<file path="src/rtl/alu_pkg.sv">
// Shared ALU definitions: legal op codes, legality check, sequencer FSM states.
`timescale 1ns/1ps
package alu_pkg;

  typedef enum logic [3:0] {
    ALU_AND   = 4'b0000,
    ALU_OR    = 4'b0001,
    ALU_ADD   = 4'b0010,
    ALU_SHL   = 4'b0011,
    ALU_SHR   = 4'b0100,
    ALU_SUB   = 4'b0110,
    ALU_PASSB = 4'b0111
  } alu_op_e;

  typedef enum logic [1:0] {
    IDLE = 2'd0,
    EXEC = 2'd1,
    RESP = 2'd2
  } seq_state_e;

  // The ALU leaves BusW stale for anything outside this list.
  function automatic logic alu_op_legal(input logic [3:0] op);
    logic ok;
    case (op)
      ALU_AND, ALU_OR, ALU_ADD, ALU_SHL,
      ALU_SHR, ALU_SUB, ALU_PASSB: ok = 1'b1;
      default:                     ok = 1'b0;
    endcase
    return ok;
  endfunction

endpackage

</file>
<file path="src/rtl/rr_pick.sv">
// Combinational round-robin picker: first valid requester after ptr_i, wrapping.
`timescale 1ns/1ps
module rr_pick #(
  parameter int NREQ = 4,
  parameter int IDW  = $clog2(NREQ)
) (
  input  logic [NREQ-1:0] valid_i,
  input  logic [IDW-1:0]  ptr_i,
  output logic [NREQ-1:0] gnt_o,
  output logic [IDW-1:0]  idx_o
);

  logic           found;
  logic [IDW-1:0] cand;

  always_comb begin
    gnt_o = '0;
    idx_o = '0;
    found = 1'b0;
    cand  = '0;
    for (int k = 1; k <= NREQ; k++) begin
      cand = IDW'((int'(ptr_i) + k) % NREQ);
      if (!found && valid_i[cand]) begin
        found       = 1'b1;
        gnt_o[cand] = 1'b1;
        idx_o       = cand;
      end
    end
  end

endmodule

</file>
<file path="src/rtl/alu_rr_sequencer.sv">
// Shares one external combinational ALU among NREQ requesters, round-robin,
// one operation in flight, response tagged with the owning requester ID.
`timescale 1ns/1ps
module alu_rr_sequencer
  import alu_pkg::*;
#(
  parameter int NREQ = 4,
  parameter int DW   = 64,
  parameter int IDW  = $clog2(NREQ)
) (
  input  logic              CLK,
  input  logic              Resetb,
  input  logic [NREQ-1:0]   ReqValid,
  output logic [NREQ-1:0]   ReqReady,
  input  logic [NREQ*DW-1:0] ReqA,
  input  logic [NREQ*DW-1:0] ReqB,
  input  logic [NREQ*4-1:0] ReqOp,
  output logic [DW-1:0]     BusA,
  output logic [DW-1:0]     BusB,
  output logic [3:0]        ALUCtrl,
  input  logic [DW-1:0]     BusW,
  input  logic              Zero,
  output logic              RspValid,
  input  logic              RspReady,
  output logic [IDW-1:0]    RspId,
  output logic [DW-1:0]     RspData,
  output logic              RspZero,
  output logic              RspErr,
  output logic              Busy
);

  seq_state_e     state_q, state_d;
  logic [IDW-1:0] ptr_q, id_q, win_idx;
  logic [NREQ-1:0] gnt;
  logic [DW-1:0]  bus_a_q, bus_b_q, rsp_data_q;
  logic [3:0]     ctrl_q;
  logic [IDW-1:0] rsp_id_q;
  logic           rsp_zero_q, rsp_err_q;
  logic [DW-1:0]  win_a, win_b;
  logic [3:0]     win_op;
  logic           accept, win_legal;

  rr_pick #(.NREQ(NREQ), .IDW(IDW)) u_pick (
    .valid_i (ReqValid),
    .ptr_i   (ptr_q),
    .gnt_o   (gnt),
    .idx_o   (win_idx)
  );

  // One-hot AND-OR mux of the winner's fields.
  always_comb begin
    win_a  = '0;
    win_b  = '0;
    win_op = '0;
    for (int i = 0; i < NREQ; i++) begin
      if (gnt[i]) begin
        win_a  = win_a  | ReqA[i*DW +: DW];
        win_b  = win_b  | ReqB[i*DW +: DW];
        win_op = win_op | ReqOp[i*4 +: 4];
      end
    end
  end

  assign win_legal = alu_op_legal(win_op);
  assign accept    = (state_q == IDLE) && (|ReqValid);

  always_comb begin
    state_d  = state_q;
    ReqReady = '0;
    case (state_q)
      IDLE: begin
        ReqReady = gnt;
        if (accept) state_d = win_legal ? EXEC : RESP;
      end
      EXEC:    state_d = RESP;
      RESP:    if (RspReady) state_d = IDLE;
      default: state_d = IDLE;
    endcase
  end

  always_ff @(posedge CLK or negedge Resetb) begin
    if (!Resetb) begin
      state_q    <= IDLE;
      ptr_q      <= IDW'(NREQ - 1);
      id_q       <= '0;
      bus_a_q    <= '0;
      bus_b_q    <= '0;
      ctrl_q     <= '0;
      rsp_data_q <= '0;
      rsp_zero_q <= 1'b0;
      rsp_err_q  <= 1'b0;
      rsp_id_q   <= '0;
    end else begin
      state_q <= state_d;
      if (accept) begin
        ptr_q <= win_idx;
        id_q  <= win_idx;
        if (win_legal) begin
          bus_a_q <= win_a;
          bus_b_q <= win_b;
          ctrl_q  <= win_op;
        end else begin
          // Illegal op never reaches the ALU; answer directly with an error.
          rsp_err_q  <= 1'b1;
          rsp_data_q <= '0;
          rsp_zero_q <= 1'b0;
          rsp_id_q   <= win_idx;
        end
      end
      if (state_q == EXEC) begin
        rsp_data_q <= BusW;
        rsp_zero_q <= Zero;
        rsp_err_q  <= 1'b0;
        rsp_id_q   <= id_q;
      end
    end
  end

  assign BusA     = bus_a_q;
  assign BusB     = bus_b_q;
  assign ALUCtrl  = ctrl_q;
  assign RspValid = (state_q == RESP);
  assign RspId    = rsp_id_q;
  assign RspData  = rsp_data_q;
  assign RspZero  = rsp_zero_q;
  assign RspErr   = rsp_err_q;
  assign Busy     = (state_q != IDLE);

endmodule

</file>
<file path="config.mk">
export PLATFORM = sky130hd
export DESIGN_NAME = alu_rr_sequencer
export DESIGN_NICKNAME = d
export VERILOG_FILES = /design/src/rtl/alu_pkg.sv /design/src/rtl/rr_pick.sv /design/src/rtl/alu_rr_sequencer.sv
export SDC_FILE = /design/constraint.sdc
export NUM_CORES = 1
export LEC_CHECK = 0
export ABC_AREA = 1
export CELL_PAD_IN_SITES_DETAIL_PLACEMENT = 0
export CELL_PAD_IN_SITES_GLOBAL_PLACEMENT = 1
export CORE_AREA = 2 2 318 320
export CTS_BUF_LIST = sky130_fd_sc_hd__clkbuf_4
export DETAILED_ROUTE_END_ITERATION = 16
export DIE_AREA = 0 0 320 322
export PLACE_DENSITY_LB_ADDON = 0.1
export RECOVER_POWER = 100
export SYNTH_ARGS = -nofsm -noshare
export SYNTH_HDL_FRONTEND = slang
export SYNTH_HIERARCHICAL = 1
export SYNTH_SLANG_ARGS = --single-unit
</file>
<file path="constraint.sdc">
create_clock -name CLK -period 4.85 [get_ports CLK]
set_clock_uncertainty 0.05 [all_clocks]
set_input_delay 0.7275 -clock CLK [delete_from_list [all_inputs] [get_ports CLK]]
set_output_delay 0.7275 -clock CLK [all_outputs]
set_load 0.01 [all_outputs]
</file>
==> results.json <==
{
  "run_status": "finished with violations",
  "violations": "capacitance limit, slew limit",
  "globalRouteOverflowTotal": 0,
  "ys.flop_type": "dfrtp_1",
  "wl_per_cell_um": 21.2,
  "worst_pin_slew_ns": 2.11,
  "finalNetCount": 2849,
  "place_hpwl_um": 58300,
  "switching_share": 0.523,
  "tritoncts": "done",
  "grt_max_degree": 100,
  "core-area_mm2": 0.0996,
  "path_class": "register to output pin",
  "cap_violations": 2,
  "antenna_left": 0,
  "fp.dieArea_mm2": 0.103,
  "min_path_type": "register to register",
  "p_int_w": 0.00736,
  "fin_setup_tns_ns": 0,
  "period_needed_ns": 4.55,
  "htree_num_levels": 3,
  "hold_slack_ns": 0.411,
  "critPathCaptureType": "output pin",
  "worstPathArrival_ns": 3.77,
  "fillers": 11200,
  "synth_seq_cells": 206,
  "worst-r2r-cell-count": 19,
  "numClockSinks": 206,
  "ios": 806,
  "synthCells": 1438,
  "min_period_over_period": 0.938,
  "dieWidth_um": 320,
  "drt_iter0_markers": 585,
  "slew_violations": 96,
  "timing.fmax_ghz": 0.220,
  "max_slew_margin": -0.404,
  "rsz0062_at_grt": "no",
  "via_count": 13300,
  "grt_pass1_wl_um": 104000,
  "power_density_mw_per_mm2": 722,
  "cts_root_buffer": "clkbuf_4",
  "initial_utilization": 0.113,
  "drt-total-wl_um": 76200,
  "combPwrFrac": 0.678,
  "antenna_found_initial": 15,
  "yosys.area_share.simple": 0.287,
  "die_y_um": 322,
  "synth_top_area_frac": 0.454,
  "clockBufferDepth": 3,
  "setup_viol": 0,
  "crit_fanout": 12,
  "synth_mux_area_frac": 0,
  "vias_per_cell": 3.71,
  "min_path_cells": 2,
  "grt_pass1_vias": 14100,
  "grt_usage": 0.140,
  "clkPwrFrac": 0.131,
  "peakVddDrop_uv": 600,
  "clk_pin_slew_worst_paths_ns": 0.06,
  "drc": 0,
  "drive_gt1_frac": 0.0730,
  "required_ns": 4.07,
  "synth_xor_xnor_area_share": 0,
  "leakagePower_nw": 9.57,
  "cts_buffers": 74,
  "syn_area_mm2": 0.0112,
  "synth_area_leader_cell": "dfrtp_1",
  "async_reset_ff_frac": 1.00,
  "yosys_warnings": 6,
  "synth_edf_count": 0,
  "synth_top_family_by_area": "simple AND/OR/NAND/NOR gates",
  "power_switching_w": 0.00807,
  "firstDrtPassIters": 5,
  "synth_area_leaders": "dfrtp_1 45%, nand2_1 26%, a221oi_1 10%",
  "power_frac_seq": 0.191,
  "gp_congestion": 0.827,
  "hold_viol": 0,
  "synthAdderAreaFrac": 0.00891,
  "syn_avg_cell_area_um2": 7.81,
  "start_kind": "register",
  "synth.distinct_cells": 28,
  "ys_seq_area_frac": 0.459,
  "fp-row-count": 116,
  "port-buffer-count": 805,
  "synth_nets": 2046,
  "clk_latency_ns": 0.75,
  "synth-compound-area-share": 0.183,
  "syn_to_final_growth_pct": 90.1
}
## cell families after synthesis
logic type / after synthesis
adder cells (fa/ha/maj): 8
AO/OA/AOI/OAI: 273
AND/OR/NAND/NOR: 824
flip-flops: 206
buffers and inverters: 127
## registers in the layout, summed over array words and instances, names as in the netlist
name / count
ptr_q: 2
BusA: 64
BusB: 64
ALUCtrl: 4
RspErr: 1
RspData: 64
RspZero: 1
RspId: 2
id_q: 2
state_q: 2
## critical path, cell delays in order, from the launching register on
cell and delay, ns:
dfstp_2 0.68, inv_2 0.17, ha_1 0.37, inv_1 0.11, nand2_1 0.10, nand2_2 0.06, nor2_4 0.17, nand3_1 0.15
nand3_4 0.22, inv_1 0.06, nor2_1 0.31, clkdlybuf4s50_1 0.61
## power groups by stage
| stage | clock [W] | combinational [W] | sequential, W |
|---|---|---|---|
| detailed placement | 0 | 0.0118 | 0.00300 |
| floorplan | 0 | 0.00641 | 0.00325 |
| finish | 0.00202 | 0.0105 | 0.00294 |
| CTS | 0.00218 | 0.0118 | 0.00299 |
| global route | 0.00226 | 0.0118 | 0.00304 |
| global placement | 0 | 0.0118 | 0.00300 |
## metrics by stage
step / instance area (µm²) / util / setup WS, ns / instances / power (W)
CTS: 21600 / 0.217 / 0.102 / 3584 / 0.0170
global placement: 20700 / 0.207 / 0.599 / 3460 / 0.0148
finish: 21300 / 0.214 / 0.299 / 3591 / 0.0154
floorplan: 11200 / - / 1.54 / 1438 / 0.00966
global route: 21300 / 0.214 / 0.0227 / 3590 / 0.0171
detailed placement: 20700 / 0.207 / 0.635 / 3460 / 0.0148
## worst paths after layout
| check | to | start | slack, ns |
|---|---|---|---|
| max | ReqReady[1] | ptr_q[0]$_DFFE_PN1P_ | 0.30 |
| min | RspData[44]$_DFFE_PN0P_ | RspData[44]$_DFFE_PN0P_ | 0.41 |
| max reg2reg | RspData[21]$_DFFE_PN0P_ | ptr_q[0]$_DFFE_PN1P_ | 0.52 |
| min reg2reg | RspData[44]$_DFFE_PN0P_ | RspData[44]$_DFFE_PN0P_ | 0.41 |
| max in group asynchronous | BusB[49]$_DFFE_PN0P_ | Resetb | 1.27 |
| min in group asynchronous | BusA[0]$_DFFE_PN0P_ | Resetb | 1.08 |
## metal layers
layer	GRT usage	vias to the layer above	wire length, µm
li1	-	6452	-
met1	0.153	6167	28700
met2	0.251	559	39400
met3	0.0514	106	6300
met4	0.0435	22	1600
met5	0	-	151
## cell usage in the layout, fill, tap and decap left out, types with 3 or more instances in the layout
cell type,n
clkdlybuf4s50_1,602
nand2_2,6
diode_2,5
a221oi_1,128
buf_4,8
clkbuf_4,110
nand3_2,8
inv_2,5
o21ai_0,130
a21oi_1,4
clkinv_1,10
dfrtp_1,204
buf_12,7
nand2_4,3
nand2_1,779
a21boi_0,4
dlygate4sd3_1,203
clkbuf_2,3
nand3_1,12
nor2_1,12
ha_1,8
inv_1,20
## Yosys cell counts, types with 2 or more instances
cell type	instances
nand2_4	3
nand3_2	7
a221oi_1	128
a21oi_1	4
buf_2	28
a21boi_0	4
o21ai_0	70
dfstp_2	2
buf_6	23
nand3_1	13
nor2_1	12
inv_1	21
o21ai_2	50
nor2_4	2
ha_1	8
dfrtp_1	204
clkbuf_1	50
o21ai_1	14
inv_2	3
nand2_2	6
nand2_1	779
## repair_timing
| item | 4_1_cts | 5_1_grt |
|---|---|---|
| gates resized for setup | 0 | 2 |
| hold endpoints to repair | 69 | 0 |
| setup endpoints to repair | 0 | 1 |
| hold buffers | 1 | 0 |
| setup buffers | 0 | 1 |
## final cells by class
type / instances / area [µm²] / area share
clock inverter: 16 / 125 / 0.00586
tap: 1298 / 1620 / 0.0761
multi-input combinational: 1106 / 5230 / 0.245
clock buffer: 107 / 803 / 0.0376
inverter: 25 / 98.8 / 0.00463
antenna: 5 / 12.5 / 0.000586
sequential: 206 / 5160 / 0.242
timing repair buffer: 828 / 8300 / 0.389
Note: power is estimated with default switching activity, not from simulation.
